===== src/rtl/pipe_ctrl_pkg.sv =====
// pipe_ctrl_pkg: shared FSM states, exception codes and per-register stall controls.
package pipe_ctrl_pkg;

    typedef enum logic {RUN, PEND} state_t;

    localparam logic [31:0] EXC_NONE           = 32'h0000_0000;
    localparam logic [31:0] ERET_CODE          = 32'h0000_000E;
    localparam logic [31:0] EXC_VECTOR_DEFAULT = 32'hBFC0_0380;

    typedef struct packed {
        logic en_pc;
        logic en_if_id;
        logic en_id_ex;
        logic en_ex_mem;
        logic en_mem_wb;
        logic bub_if_id;
        logic bub_id_ex;
        logic bub_ex_mem;
        logic bub_mem_wb;
    } stall_vec_t;

    localparam stall_vec_t STALL_NONE = '{
        en_pc: 1'b1, en_if_id: 1'b1, en_id_ex: 1'b1, en_ex_mem: 1'b1, en_mem_wb: 1'b1,
        bub_if_id: 1'b0, bub_id_ex: 1'b0, bub_ex_mem: 1'b0, bub_mem_wb: 1'b0
    };

endpackage


===== src/rtl/pipe_ctrl_stall_arbiter.sv =====
// stall_arbiter: priority encoder from stage stall requests to register enables/bubbles.
module stall_arbiter
    import pipe_ctrl_pkg::*;
(
    input  logic       stallreq_if,
    input  logic       stallreq_id,
    input  logic       stallreq_ex,
    input  logic       stallreq_mem,
    output stall_vec_t sv
);

    // The most-downstream request freezes everything upstream of it.
    always_comb begin
        sv = STALL_NONE;
        if (stallreq_mem) begin
            sv.en_pc      = 1'b0;
            sv.en_if_id   = 1'b0;
            sv.en_id_ex   = 1'b0;
            sv.en_ex_mem  = 1'b0;
            sv.bub_mem_wb = 1'b1;
        end else if (stallreq_ex) begin
            sv.en_pc      = 1'b0;
            sv.en_if_id   = 1'b0;
            sv.en_id_ex   = 1'b0;
            sv.bub_ex_mem = 1'b1;
        end else if (stallreq_id) begin
            sv.en_pc     = 1'b0;
            sv.en_if_id  = 1'b0;
            sv.bub_id_ex = 1'b1;
        end else if (stallreq_if) begin
            sv.en_pc     = 1'b0;
            sv.bub_if_id = 1'b1;
        end
    end

endmodule


===== src/rtl/pipe_ctrl.sv =====
// pipe_ctrl: pipeline stall/flush sequencer with exception/ERET redirect and
// a pending redirect held while fetch is stalled.
module pipe_ctrl #(
    parameter logic [31:0] EXC_VECTOR = 32'hBFC0_0380,
    parameter logic [31:0] ERET_CODE  = pipe_ctrl_pkg::ERET_CODE,
    parameter int          PC_W       = 32
) (
    input  logic            clk,
    input  logic            rst,
    input  logic            stallreq_if,
    input  logic            stallreq_id,
    input  logic            stallreq_ex,
    input  logic            stallreq_mem,
    input  logic [31:0]     mem_except_type,
    input  logic [PC_W-1:0] cp0_epc,
    output logic            en_pc,
    output logic            en_if_id,
    output logic            en_id_ex,
    output logic            en_ex_mem,
    output logic            en_mem_wb,
    output logic            bub_if_id,
    output logic            bub_id_ex,
    output logic            bub_ex_mem,
    output logic            bub_mem_wb,
    output logic            flush,
    output logic            redirect,
    output logic [PC_W-1:0] redirect_pc,
    output logic [31:0]     stall_cycles,
    output logic [31:0]     flush_count
);
    import pipe_ctrl_pkg::*;

    state_t          state, state_nx;
    logic [PC_W-1:0] pend_pc, target;
    logic            accept, stall_inc;
    stall_vec_t      arb, ctl;

    stall_arbiter u_arb (
        .stallreq_if (stallreq_if),
        .stallreq_id (stallreq_id),
        .stallreq_ex (stallreq_ex),
        .stallreq_mem(stallreq_mem),
        .sv          (arb)
    );

    assign accept    = (mem_except_type != EXC_NONE) && !stallreq_mem;
    assign target    = (mem_except_type == ERET_CODE) ? cp0_epc : PC_W'(EXC_VECTOR);
    // An accept that redirects straight from RUN is a flush, not a stall.
    assign stall_inc = (stallreq_if || stallreq_id || stallreq_ex || stallreq_mem || state == PEND)
                       && !(accept && state == RUN && !stallreq_if);

    always_comb begin
        ctl         = arb;
        state_nx    = state;
        flush       = 1'b0;
        redirect    = 1'b0;
        redirect_pc = '0;
        if (state == PEND) begin
            ctl.bub_if_id = 1'b1;
            ctl.en_pc     = !stallreq_if;
            redirect      = !stallreq_if;
            redirect_pc   = pend_pc;
            state_nx      = stallreq_if ? PEND : RUN;
        end
        if (accept) begin
            flush         = 1'b1;
            ctl.en_mem_wb = 1'b1;
            ctl.en_pc     = !stallreq_if;
            redirect      = !stallreq_if;
            redirect_pc   = stallreq_if ? redirect_pc : target;
            state_nx      = stallreq_if ? PEND : RUN;
        end
    end

    assign en_pc      = ctl.en_pc;
    assign en_if_id   = ctl.en_if_id;
    assign en_id_ex   = ctl.en_id_ex;
    assign en_ex_mem  = ctl.en_ex_mem;
    assign en_mem_wb  = ctl.en_mem_wb;
    assign bub_if_id  = ctl.bub_if_id;
    assign bub_id_ex  = ctl.bub_id_ex;
    assign bub_ex_mem = ctl.bub_ex_mem;
    assign bub_mem_wb = ctl.bub_mem_wb;

    always_ff @(posedge clk or negedge rst) begin
        if (!rst) begin
            state        <= RUN;
            pend_pc      <= '0;
            stall_cycles <= '0;
            flush_count  <= '0;
        end else begin
            state        <= state_nx;
            pend_pc      <= (accept && stallreq_if) ? target : pend_pc;
            stall_cycles <= stall_cycles + 32'(stall_inc);
            flush_count  <= flush_count + 32'(accept);
        end
    end

endmodule

===== config.mk =====
export PLATFORM = sky130hd
export DESIGN_NAME = pipe_ctrl
export DESIGN_NICKNAME = d
export VERILOG_FILES = /design/src/rtl/pipe_ctrl_pkg.sv /design/src/rtl/pipe_ctrl_stall_arbiter.sv /design/src/rtl/pipe_ctrl.sv
export SDC_FILE = /design/constraint.sdc
export NUM_CORES = 1
export LEC_CHECK = 0
export CELL_PAD_IN_SITES_DETAIL_PLACEMENT = 1
export CELL_PAD_IN_SITES_GLOBAL_PLACEMENT = 1
export CORE_MARGIN = 3
export CORE_UTILIZATION = 38
export CTS_BUF_LIST = sky130_fd_sc_hd__clkbuf_8
export CTS_CLUSTER_SIZE = 40
export DETAILED_ROUTE_END_ITERATION = 16
export PLACE_DENSITY_LB_ADDON = 0.12
export SYNTH_ARGS = -nofsm -noshare
export SYNTH_HDL_FRONTEND = slang
export SYNTH_SLANG_ARGS = --single-unit

===== constraint.sdc =====
create_clock -name clk -period 4.5 [get_ports clk]
set_input_delay 0.675 -clock clk [delete_from_list [all_inputs] [get_ports clk]]
set_output_delay 0.675 -clock clk [all_outputs]
set_load 0.05 [all_outputs]

==> key figures <==
Synthesis
  • Post-Synth Simple-Gate Area: roughly 19%
  • Async SR Flop Fraction: 100%
  • Synth top area cells: dfrtp_1, xnor2_1, xor2_1
  • Syn. warnings: 0
  • Compound-Gate Fraction of Synth Area: between 10 and 15%
  • Post-synth top cells: dfrtp_1, xnor2_1, nand2_1
  • Synth cell types: 40
  • Post-synthesis sequential area ratio: about half
  • Post-synthesis register bit count: just under 100
  • Synth Area in XOR/XNOR: ~11%
  • Mux cell area share after synthesis: 0%
  • Most common cell in the netlist: dfrtp_1
  • Adder-Cell Fraction of Synth Area: ~1.3%
  • Top cell type's share of synthesized area: 51.7%
  • Post-Syn Area: ~0.0047 mm^2
  • Synth Area per Inst: approximately 12 um^2
  • Post-synth EDFFs: 0
  • Largest area contributor in the netlist: dfrtp_1
  • Mapped Cells: ~410
  • Synthesized net count: 480
  • Primary FF master, synth: dfrtp_1
  • Largest family of logic cells by synthesized area: simple AND/OR/NAND/NOR gates

Die
  • Die H: 117 um
  • Top-level port count: between 150 and 200
  • Core outline area: 0.0118 mm^2
  • # rows: 39
  • Total die area: 0.0137 mm^2
  • Die Span X: 117 um
  • Initial Util: 39.9%

Clock tree
  • CTS tree: yes
  • Setup Buffers After CTS: 0
  • # clock sinks: 97
  • Worst-Skew Late Latency: ~0.37 ns
  • Cts hold-fix bufs: 0
  • CTS clk-pin slew, worst paths: about 0.09 ns
  • CTS Buffer Depth: 2
  • CTS resizes: 0
  • Clk root buf: clkbuf_8
  • TritonCTS Buffers: 9
  • # H-tree levels: 3

Timing
  • Worst Max-Slew Pin Slew: roughly 1.1 ns
  • FMAX: approximately 0.27 GHz
  • Max Slew Vio Count: 0
  • Minimum clock period: approximately 3.7 ns
  • Final cycle utilization of the critical path: 81.6%
  • Post-route setup TNS: 0 ns
  • Fin worst setup slack: a little over 0.8 ns
  • Unrepaired setup endpoints after global routing: false
  • Setup Viol. Count Final: 0
  • Clock skew: 0.0117 ns
  • Fin. Hold Viols: 0
  • Max_slew headroom: approximately 27%

Setup path
  • CP max FO: 6
  • Setup crit start: mem_except_type[29]
  • Setup CP Type: input pin to output pin
  • Worst EP arrival: ~3 ns
  • Worst EP required: approximately 3.8 ns
  • Reg2Reg Launch Point: state
  • Critical Path End Type: output pin
  • Crit path launch type: input pin

Placement
  • Buffers on Ports: about 180
  • RePlAce Congestion: between 0.7 and 0.8
  • Placed Instances: 727
  • Placed wire-length estimate: roughly 11 mm
  • DP Worst Slack: roughly 0.7 ns

Detailed routing
  • First-pass DRT Iterations: 4
  • DRT antenna net count: 0
  • Drt drc: 0
  • WL/cell: between 15 and 20 um
  • Drt total wl: 14.2 mm
  • Vias: ~4000
  • DRT iter0 DRCs: about 250
  • Vias per cell: around 5.4

GRT
  • First-pass GRT wire length: roughly 23 mm
  • Largest net degree at the start of global routing: 64
  • Vias in the first global route: between 4000 and 5000
  • Grt ovf: 0
  • Global Route Usage Sum: a little over a fifth
  • Initial antenna violation count: 0

Layout
  • Share of cells above drive strength 1: about 12%
  • Synth-to-layout area growth: 48.7%
  • Final std cells w/o fill: between 700 and 800
  • Fin nets: about 650
  • Diodes inserted: 0
  • Fillers: around 1200

Power
  • Power, Total: approximately 2.3 mW
  • Leak pwr: a little under 3 nW
  • Pwr Density: 329 mW/mm^2
  • Peak supply drop: 0.319 mV

Min path
  • HP Class: input pin to async pin

Run status
  • Status: finished, final reports clean

Job
  • Max-cap viol count: 0
layout by cell type, fill, tap and decap left out, types with 2 or more instances in the layout:
cell type,count
clkdlybuf4s50_1,142
dfrtp_1,97
xnor2_1,35
nand2_1,27
xor2_1,25
nor2_1,23
buf_12,21
nand3_1,20
a32o_1,20
a22o_1,20
nand4_1,17
buf_4,17
nor3_1,13
and4_1,12
a221o_1,12
o22a_1,10
clkbuf_8,9
inv_1,8
and3_1,7
nor4_4,5
and2_1,5
ha_1,5
clkinvlp_4,4
nor4_2,3
or3_1,2
a31oi_2,2
o22a_2,2
where the power goes:
part / internal [mW] / switching (mW) / leakage (nW) / total (mW)
Sequential: 0.935 / 0.0878 / 1.26 / 1.02
Combinational: 0.255 / 0.453 / 1.57 / 0.707
Clock: 0.256 / 0.314 / 0.0889 / 0.570
Total: 1.45 / 0.855 / 2.92 / 2.30
layout make-up:
cell class	instances	area (um^2)	share of cell area [%]
inverters	7	26.3	0.376
multi-input cells	279	2160	30.9
clock inverters	7	72.6	1.04
well taps	164	205	2.94
clock buffers	9	124	1.77
flip-flops and latches	97	2430	34.8
repair buffers	180	1970	28.2
through the flow:
stage	area (um^2)	util [%]	hold WS (ns)
4_1_cts	6970	59.3	0.398
2_1_floorplan	4700	-	0.379
3_5_place_dp	6770	57.6	0.475
6_report	6980	59.4	0.382
5_1_grt	6980	59.4	0.429
3_3_place_gp	6770	57.6	0.471
registers in the layout, summed over array words and instances (netlist names):
name / count
flush_count: 32
pend_pc: 32
stall_cycles: 32
state: 1
cells by family after synthesis:
| group | Yosys count |
|---|---|
| compound gates | 71 |
| fa+ha+maj | 5 |
| other cells | 1 |
| xor+xnor | 60 |
| simple gates | 142 |
| buf+inv | 29 |
| flops | 97 |
metal layers:
layer  wire [um]  track usage, %
met5           0               0
met4         117            6.27
met3        1020            6.17
met2        7050            35.1
met1        6060            26.9
worst max-delay path: stages:
cell and delay (ns):
clkdlybuf4s50_1 0.42, nor3_1 0.33, nand4_2 0.28, nor3_1 0.39, a221oi_1 0.16, clkdlybuf4s50_1 0.74
worst paths after layout:
| kind | depth (start not counted) | endpoint | slack [ns] |
|---|---|---|---|
| setup / recovery | 6 | en_pc | 0.83 |
| setup reg to reg | 7 | stall_cycles[24] | 2.40 |
| hold reg to reg | 1 | stall_cycles[31] | 0.49 |
| max in group asynchronous | 2 | stall_cycles[29] | 3.14 |
| hold / removal | 1 | stall_cycles[21] | 0.38 |
| min in group clk | 1 | stall_cycles[31] | 0.49 |
Power figures use the tool's default switching activity.
